`src/rtl/ahb_lite_resp_pkg.sv`:
```
// Shared encodings, FSM state type and sizing helper for the AHB-Lite responder bridge.
package ahb_lite_resp_pkg;

  localparam logic [1:0] HTRANS_IDLE   = 2'd0;
  localparam logic [1:0] HTRANS_BUSY   = 2'd1;
  localparam logic [1:0] HTRANS_NONSEQ = 2'd2;
  localparam logic [1:0] HTRANS_SEQ    = 2'd3;

  localparam logic HRESP_OKAY  = 1'b0;
  localparam logic HRESP_ERROR = 1'b1;

  typedef enum logic [1:0] {IDLE, ACCESS, ERR1, ERR2} state_e;

  // Largest legal hsize for a data bus of dw bits.
  function automatic int unsigned max_hsize(input int unsigned dw);
    return $clog2(dw / 8);
  endfunction

endpackage

```
`src/rtl/ahb_lite_resp_strb_gen.sv`:
```
// Combinational byte-strobe and alignment decode for one transfer.
module ahb_lite_resp_strb_gen #(
  parameter int unsigned DW = 32,
  localparam int unsigned NB = DW / 8,
  localparam int unsigned LB = $clog2(NB)
) (
  input  logic [2:0]    hsize_i,
  input  logic [LB-1:0] addr_lo_i,
  output logic [NB-1:0] wstrb_o,
  output logic          misaligned_o
);

  logic [NB-1:0] ones;
  logic [31:0]   align_mask;

  always_comb begin
    // 2**hsize contiguous ones; oversize values are rejected by the caller.
    ones         = NB'((64'd1 << (32'd1 << hsize_i)) - 64'd1);
    wstrb_o      = ones << addr_lo_i;
    align_mask   = (32'd1 << hsize_i) - 32'd1;
    misaligned_o = |(addr_lo_i & align_mask[LB-1:0]);
  end

endmodule

```
`src/rtl/ahb_lite_resp_bridge.sv`:
```
// AHB-Lite responder to req/ack backend bridge: wait states, size/alignment
// checks, two-cycle ERROR response and optional backend timeout.
module ahb_lite_resp_bridge
  import ahb_lite_resp_pkg::*;
#(
  parameter int unsigned AHB_LITE_ADDR_WIDTH = 32,
  parameter int unsigned AHB_LITE_DATA_WIDTH = 32,
  parameter int unsigned TIMEOUT_CYCLES      = 0
) (
  input  logic                             hclk,
  input  logic                             hreset,
  input  logic [AHB_LITE_ADDR_WIDTH-1:0]   haddr_i,
  input  logic [AHB_LITE_DATA_WIDTH-1:0]   hwdata_i,
  input  logic                             hsel_i,
  input  logic                             hwrite_i,
  input  logic                             hready_i,
  input  logic [1:0]                       htrans_i,
  input  logic [2:0]                       hsize_i,
  output logic                             hresp_o,
  output logic                             hreadyout_o,
  output logic [AHB_LITE_DATA_WIDTH-1:0]   hrdata_o,
  output logic                             req_o,
  output logic                             we_o,
  output logic [AHB_LITE_ADDR_WIDTH-1:0]   addr_o,
  output logic [AHB_LITE_DATA_WIDTH-1:0]   wdata_o,
  output logic [AHB_LITE_DATA_WIDTH/8-1:0] wstrb_o,
  input  logic                             ack_i,
  input  logic [AHB_LITE_DATA_WIDTH-1:0]   rdata_i,
  input  logic                             err_i
);

  localparam int unsigned AW        = AHB_LITE_ADDR_WIDTH;
  localparam int unsigned DW        = AHB_LITE_DATA_WIDTH;
  localparam int unsigned NB        = DW / 8;
  localparam int unsigned LB        = $clog2(NB);
  localparam int unsigned MAX_HSIZE = max_hsize(DW);
  localparam int unsigned CW        = (TIMEOUT_CYCLES > 0) ? $clog2(TIMEOUT_CYCLES + 1) : 1;

  state_e        state_q, state_d;
  logic [AW-1:0] addr_q, addr_d;
  logic          we_q, we_d;
  logic [NB-1:0] strb_q, strb_d;
  logic [CW-1:0] cnt_q, cnt_d;

  logic [NB-1:0] strb;
  logic          misaligned;
  logic          accept;
  logic          illegal;
  logic          take;
  logic          timeout_hit;

  ahb_lite_resp_strb_gen #(
    .DW (DW)
  ) u_strb_gen (
    .hsize_i      (hsize_i),
    .addr_lo_i    (haddr_i[LB-1:0]),
    .wstrb_o      (strb),
    .misaligned_o (misaligned)
  );

  assign accept      = hsel_i & hready_i & (htrans_i inside {HTRANS_NONSEQ, HTRANS_SEQ});
  assign illegal     = (32'(hsize_i) > MAX_HSIZE) | misaligned;
  // Fires on the last allowed wait cycle so req_o is high for exactly TIMEOUT_CYCLES cycles.
  assign timeout_hit = (TIMEOUT_CYCLES != 0) && ((32'(cnt_q) + 32'd1) >= TIMEOUT_CYCLES);

  assign addr_o  = addr_q;
  assign wstrb_o = strb_q;
  assign wdata_o = hwdata_i;

  always_comb begin
    state_d     = state_q;
    addr_d      = addr_q;
    we_d        = we_q;
    strb_d      = strb_q;
    cnt_d       = cnt_q;
    take        = 1'b0;
    hreadyout_o = 1'b1;
    hresp_o     = HRESP_OKAY;
    req_o       = 1'b0;
    we_o        = 1'b0;
    hrdata_o    = '0;

    unique case (state_q)
      IDLE: take = 1'b1;
      ACCESS: begin
        req_o       = 1'b1;
        we_o        = we_q;
        hreadyout_o = ack_i & ~err_i;
        if (ack_i) begin
          if (err_i) begin
            state_d = ERR1;
          end else begin
            take    = 1'b1;
            state_d = IDLE;
            if (!we_q) hrdata_o = rdata_i;
          end
        end else begin
          if (cnt_q != '1) cnt_d = cnt_q + 1'b1;
          if (timeout_hit) state_d = ERR1;
        end
      end
      ERR1: begin
        hresp_o     = HRESP_ERROR;
        hreadyout_o = 1'b0;
        state_d     = ERR2;
      end
      ERR2: begin
        hresp_o = HRESP_ERROR;
        take    = 1'b1;
        state_d = IDLE;
      end
      default: state_d = IDLE;
    endcase

    // A new address phase is only taken in cycles where this responder is ready.
    if (take && accept) begin
      addr_d  = haddr_i;
      we_d    = hwrite_i;
      strb_d  = strb;
      cnt_d   = '0;
      state_d = illegal ? ERR1 : ACCESS;
    end
  end

  always_ff @(posedge hclk) begin
    if (hreset) begin
      state_q <= IDLE;
      addr_q  <= '0;
      we_q    <= 1'b0;
      strb_q  <= '0;
      cnt_q   <= '0;
    end else begin
      state_q <= state_d;
      addr_q  <= addr_d;
      we_q    <= we_d;
      strb_q  <= strb_d;
      cnt_q   <= cnt_d;
    end
  end

endmodule
```
`config.mk`:
```
export PLATFORM = sky130hd
export DESIGN_NAME = ahb_lite_resp_bridge
export DESIGN_NICKNAME = d
export VERILOG_FILES = /design/src/rtl/ahb_lite_resp_pkg.sv /design/src/rtl/ahb_lite_resp_strb_gen.sv /design/src/rtl/ahb_lite_resp_bridge.sv
export SDC_FILE = /design/constraint.sdc
export NUM_CORES = 1
export LEC_CHECK = 0
export ABC_AREA = 1
export BUFFER_PORTS_ARGS = -buffer_cell sky130_fd_sc_hd__clkbuf_2
export CAP_MARGIN = 40
export CORE_MARGIN = 5
export CORE_UTILIZATION = 30
export DETAILED_ROUTE_END_ITERATION = 12
export PLACE_DENSITY = 0.69
export SLEW_MARGIN = 20
export SYNTH_ARGS = -nofsm -noshare
export SYNTH_HDL_FRONTEND = slang
export SYNTH_SLANG_ARGS = --single-unit
```
`constraint.sdc`:
```
create_clock -name hclk -period 1.7 [get_ports hclk]
set_input_delay 0.085 -clock hclk [delete_from_list [all_inputs] [get_ports hclk]]
set_output_delay 0.085 -clock hclk [all_outputs]
set_load 0.02 [all_outputs]
```
; ---- Word level (Yosys, flattened, before mapping)
; Cells that the tools add are included.
[word_totals]
wordCells = 46
ff_bits = 39
input_bits = 108
out_inout_bits = 104
[classes]
shifts = 3
order_cmp = 1
mux = 16
n_reduce_logical = 8
eq_ne = 6
add_sub_neg = 2
bitwise = 6
[op_table]
columns = cell, count
row1 = 32-bit 2-to-1 mux, 4
row2 = "1-bit by 3-bit << shifter with 32-bit output, first input constant", 1
row3 = "1-bit by 32-bit << shifter with 4-bit output, first input constant", 1
row4 = "2-bit equality test, second input constant", 4
row5 = 2-bit 2-to-1 mux, 4
row6 = 2-bit case mux with 3 select lines, 1
row7 = 2-bit OR reduction, 3
row8 = 1-bit 2-to-1 mux, 5
row9 = 1-bit case mux with 2 select lines, 2
row10 = 4-bit nonzero test, 1
row11 = 4-bit by 2-bit << shifter with 4-bit output, 1
row12 = "4-bit by 1-bit subtractor with 4-bit output, second input constant", 1
row13 = 1-bit bitwise AND, 3
row14 = "3-bit by 2-bit > comparator with 1-bit output, second input constant", 1
row15 = "3-bit inequality test, second input constant", 1
row16 = 2-bit bitwise AND, 1
row17 = "2-bit by 1-bit equality test with 1-bit output, second input constant", 1
row18 = 2-bit logical NOT, 1
row19 = 2-bit AND reduction, 1
row20 = 2-bit nonzero test, 1
row21 = "2-bit by 1-bit subtractor with 2-bit output, second input constant", 1
row22 = 1-bit logical AND, 1
row23 = 1-bit inverter, 1
row24 = 1-bit OR, 1

; ---- Depth between registers and ports, before layout
[depth]
ltp_word = 7
ltp_mapped = 12
ltp_nobuf = 11

; ---- Hierarchy
; From an unflattened synthesis, not the netlist that was laid out.
[unflattened]
cells_unflattened = 331
area_unflattened_um2 = 2205.9
[modules_own_cells]
columns = module, cells_per_inst, area_each_um2, n_inst, seq_area_each_um2
row1 = ahb_lite_resp_bridge, 306, 2090.8, 1, 780.7
row2 = ahb_lite_resp_strb_gen, 25, 115.1, 1, 0.0

; ---- Worst setup path before layout
; Ideal clock, no wire load.
[synth_path]
path_kind = reg2out
startpoint = register state_q[1]
endpoint = output port hrdata_o[10]
t_required_ns = 1.615
path_buffers = 2
path_stages_with_launch = 8
setup_slack_ns = 0.019
t_arrival_ns = 1.596
cell_sequence = dfxtp_1 -> inv_1 -> ha_1 -> nand3_2 -> or2_1 -> buf_2 -> buf_6 -> nor2_1
[synth_via]
elab_chain_len = 2
[synth_rtl]
columns = element, line
row1 = "start, declared", ahb_lite_resp_bridge.sv:39  ; state_e state_q, state_d;
row2 = "start signal, assigned", ahb_lite_resp_bridge.sv:133  ; state_q <= state_d;
row3 = 2-bit by 1-bit equality test with 1-bit output, ahb_lite_resp_bridge.sv:83  ; unique case (state_q)
row4 = 32-bit 2-to-1 mux, ahb_lite_resp_bridge.sv:83
row5 = "end, declared", ahb_lite_resp_bridge.sv:21  ; output logic [AHB_LITE_DATA_WIDTH-1:0] hrdata_o,
; Every way passes these cells.

; ---- Final worst setup path
[layout_path]
startpoint = register state_q[0]
endpoint = output port hrdata_o[23]
; The elaborated chain is that of the path after synthesis.

==> results.cfg <==
[cells_and_area]
final_common_cell = clkbuf_2
stdcell_count = 537
fillCellCount = 649
finish.net_count = 551
diodes = 0
final_cell_mix = clkbuf_2 (114), nor2_1 (71), inv_1 (47), dfxtp_1 (38), o21ai_0 (35)
drive_above_1_share_pct = 47.4
regArea_um2 = 782
areaGrowthSynthToFinish_pct = 61.9
multi_input_area_um2 = 1020
fin_util_pct = 50.0

[yosys]
seq_area_frac_synth_pct = 37.2
synth_nets = 429
yosys_warnings = 0
syn_inst = 318
ys_ff_latch = 39
avgSynthCellArea_um2 = 6.59
synth_area_um2 = 2100
ys_types = 18

[clocking]
cts-root-buf = clkbuf_8
htree_num_levels = 2
clockBufferDepth = 2
cts_tree = built
insertion_delay_ns = 0.29
numCtsBuffers = 5
clkSlewWorstSetupHoldPaths_ns = 0.08
cts_num_sinks = 39

[sta]
setup_viol = 31
worstMarginPinSlew_ns = 0.390
fmax_mhz = 557
finalClockSkew_ns = 0.00404
period_minus_slack_ns = 1.79
holdWs_ns = 0.0437
fin_setup_tns_ns = -0.858
slew_headroom_pct = 74.0
drv_slew = 0
hold_viol_final = 0
fin_crit_sh_pct = 106
setup_ws_ns = -0.0940
rsz0062_at_grt = true

[power]
pwr-share-comb_pct = 37.0
netSwitchingPower_mw = 0.989
pwr-share-clk_pct = 22.4
powerDensity_nw_per_um2 = 793
peakVddDrop_mv = 0.597
p_int_mw = 1.70
seq_power_share_pct = 40.6
sw_frac_of_total_pct = 36.7
cellLeakagePower_nw = 1.77

[detailed_routing]
firstDrtPassIters = 4
wl_per_cell_um = 13.7
wl_um = 7330
vias = 2314
routed_via_density = 4.31
drt_iter0_markers = 43
ant_nets = 0
drc_errors = 0

[global_routing]
grt_overflow = 0
track_usage_pct = 14.6
antenna_found_initial = 0
grt_pass1_vias = 2213
grt_max_degree = 25
grt_pass1_wl_um = 10300

[run_status]
violations = negative setup slack
outcome = finished, violations left

[setup_path]
worstReg2RegStart = state_q[0]
reg2reg_to = addr_o[22]
start_kind = flop
cp-end-kind = output port
worstSetupPathType = reg2out
worst-endpoint-arrival_ns = 1.71
crit_required_ns = 1.62
worst-r2r-cell-count = 10
r2r_setup_slack_ns = 0.16
crit_end = hrdata_o[23]
crit_fanout = 8
crit_start = state_q[0]

[floorplanning]
die_w_um = 93.6
core_um2 = 6790
die_y_um = 93.6
die-area_um2 = 8760
initial_core_util_pct = 30.9
ioPinCount = 212
num_rows = 30

[placed_design]
dpl.cell_count = 522
place_congestion = 0.745
port_buffers = 146
dp_hpwl_um = 5530

[run]
max_cap_violations = 0

[min_path]
min-delay-start = haddr_i[31]
hold_path.class = in2reg
logic make-up (layout without fill, tap and decap cells):
family	count (synthesis)	count (layout)	share of synthesized area [%]
flops	39	39	37.2
fa+ha+maj	3	3	1.79
compound gates	42	42	10.0
buf+inv	97	220	25.4
simple gates	137	137	25.6
what timing repair did:
action	CTS	global route
gates cloned	2	1
gates resized for setup	87	83
buffers inserted	2	1
hold buffers	1	0
endpoints found under the hold margin	3	0
pin swaps	2	2
endpoints found under the setup margin	32	70
power groups by stage:
stage | logic [mW] | registers [mW] | clock network, mW
2_1_floorplan | 0.552 | 1.23 | 0
3_3_place_gp | 0.867 | 1.10 | 0
3_5_place_dp | 0.882 | 1.11 | 0
4_1_cts | 0.949 | 1.09 | 0.638
5_1_grt | 1.11 | 1.11 | 0.678
6_report | 0.996 | 1.09 | 0.605
cell usage after synthesis:
master | n | share of area, %
a21oi_1 | 5 | 1.2
nand3_1 | 9 | 2.1
inv_2 | 2 | 0.36
buf_6 | 4 | 2.1
buf_1 | 1 | 0.18
dfxtp_1 | 39 | 37
nor2_1 | 104 | 19
nand2_1 | 21 | 3.8
buf_2 | 5 | 1.2
clkbuf_1 | 4 | 0.72
inv_1 | 48 | 8.6
nand3_2 | 1 | 0.48
or2_1 | 1 | 0.30
o21ai_0 | 37 | 8.8
nand2_2 | 1 | 0.30
buf_8 | 1 | 0.72
buf_4 | 32 | 11
ha_1 | 3 | 1.8
flip-flops by register name (all words and copies together) (netlist names):
name     flops
addr_o      32
we_q         1
wstrb_o      4
state_q      2
per-stage QoR:
stage	power (mW)	setup slack (ns)	instance area, um^2
finish	2.69	-0.0940	3400
global route	2.89	-0.161	3400
CTS	2.68	-0.0689	3160
detailed placement	1.99	0.0670	2680
global placement	1.97	0.117	2680
floorplan	1.78	0.0193	2100
routing by layer:
layer  GRT usage [%]  vias to the layer above  wire length (um)
met2            27.5                      133              3730
met3            5.71                        9               817
met5               0                        -                 0
li1                -                     1161                 -
met4            3.97                        0               119
met1            14.8                     1011              2660
worst min path at each step:
stage / end / slack, ns / cells after the start
finish: addr_o[31] / 0.04 / 3
global route: addr_o[17] / 0.04 / 3
CTS: addr_o[31] / 0.04 / 3
detailed placement: wdata_o[18] / 0.17 / 0
global placement: wdata_o[18] / 0.17 / 0
floorplan: wstrb_o[0] / 0.15 / 1
final cells by class:
class / count / share of cell area, %
Inverter: 50 / 5.67
Tap cell: 96 / 3.54
Timing Repair Buffer: 162 / 35.2
Clock inverter: 2 / 0.368
Sequential cell: 39 / 23.0
Multi-Input combinational cell: 182 / 30.0
Clock buffer: 6 / 2.14
worst max-delay path: stages, from the launching register on:
cell,delay (ns)
dfxtp_2,0.34
buf_6,0.10
ha_4,0.14
nand3_4,0.07
or2_4,0.30
clkbuf_16,0.20
nor2_2,0.11
buf_4,0.15
Note: power is estimated with default switching activity, not from simulation.
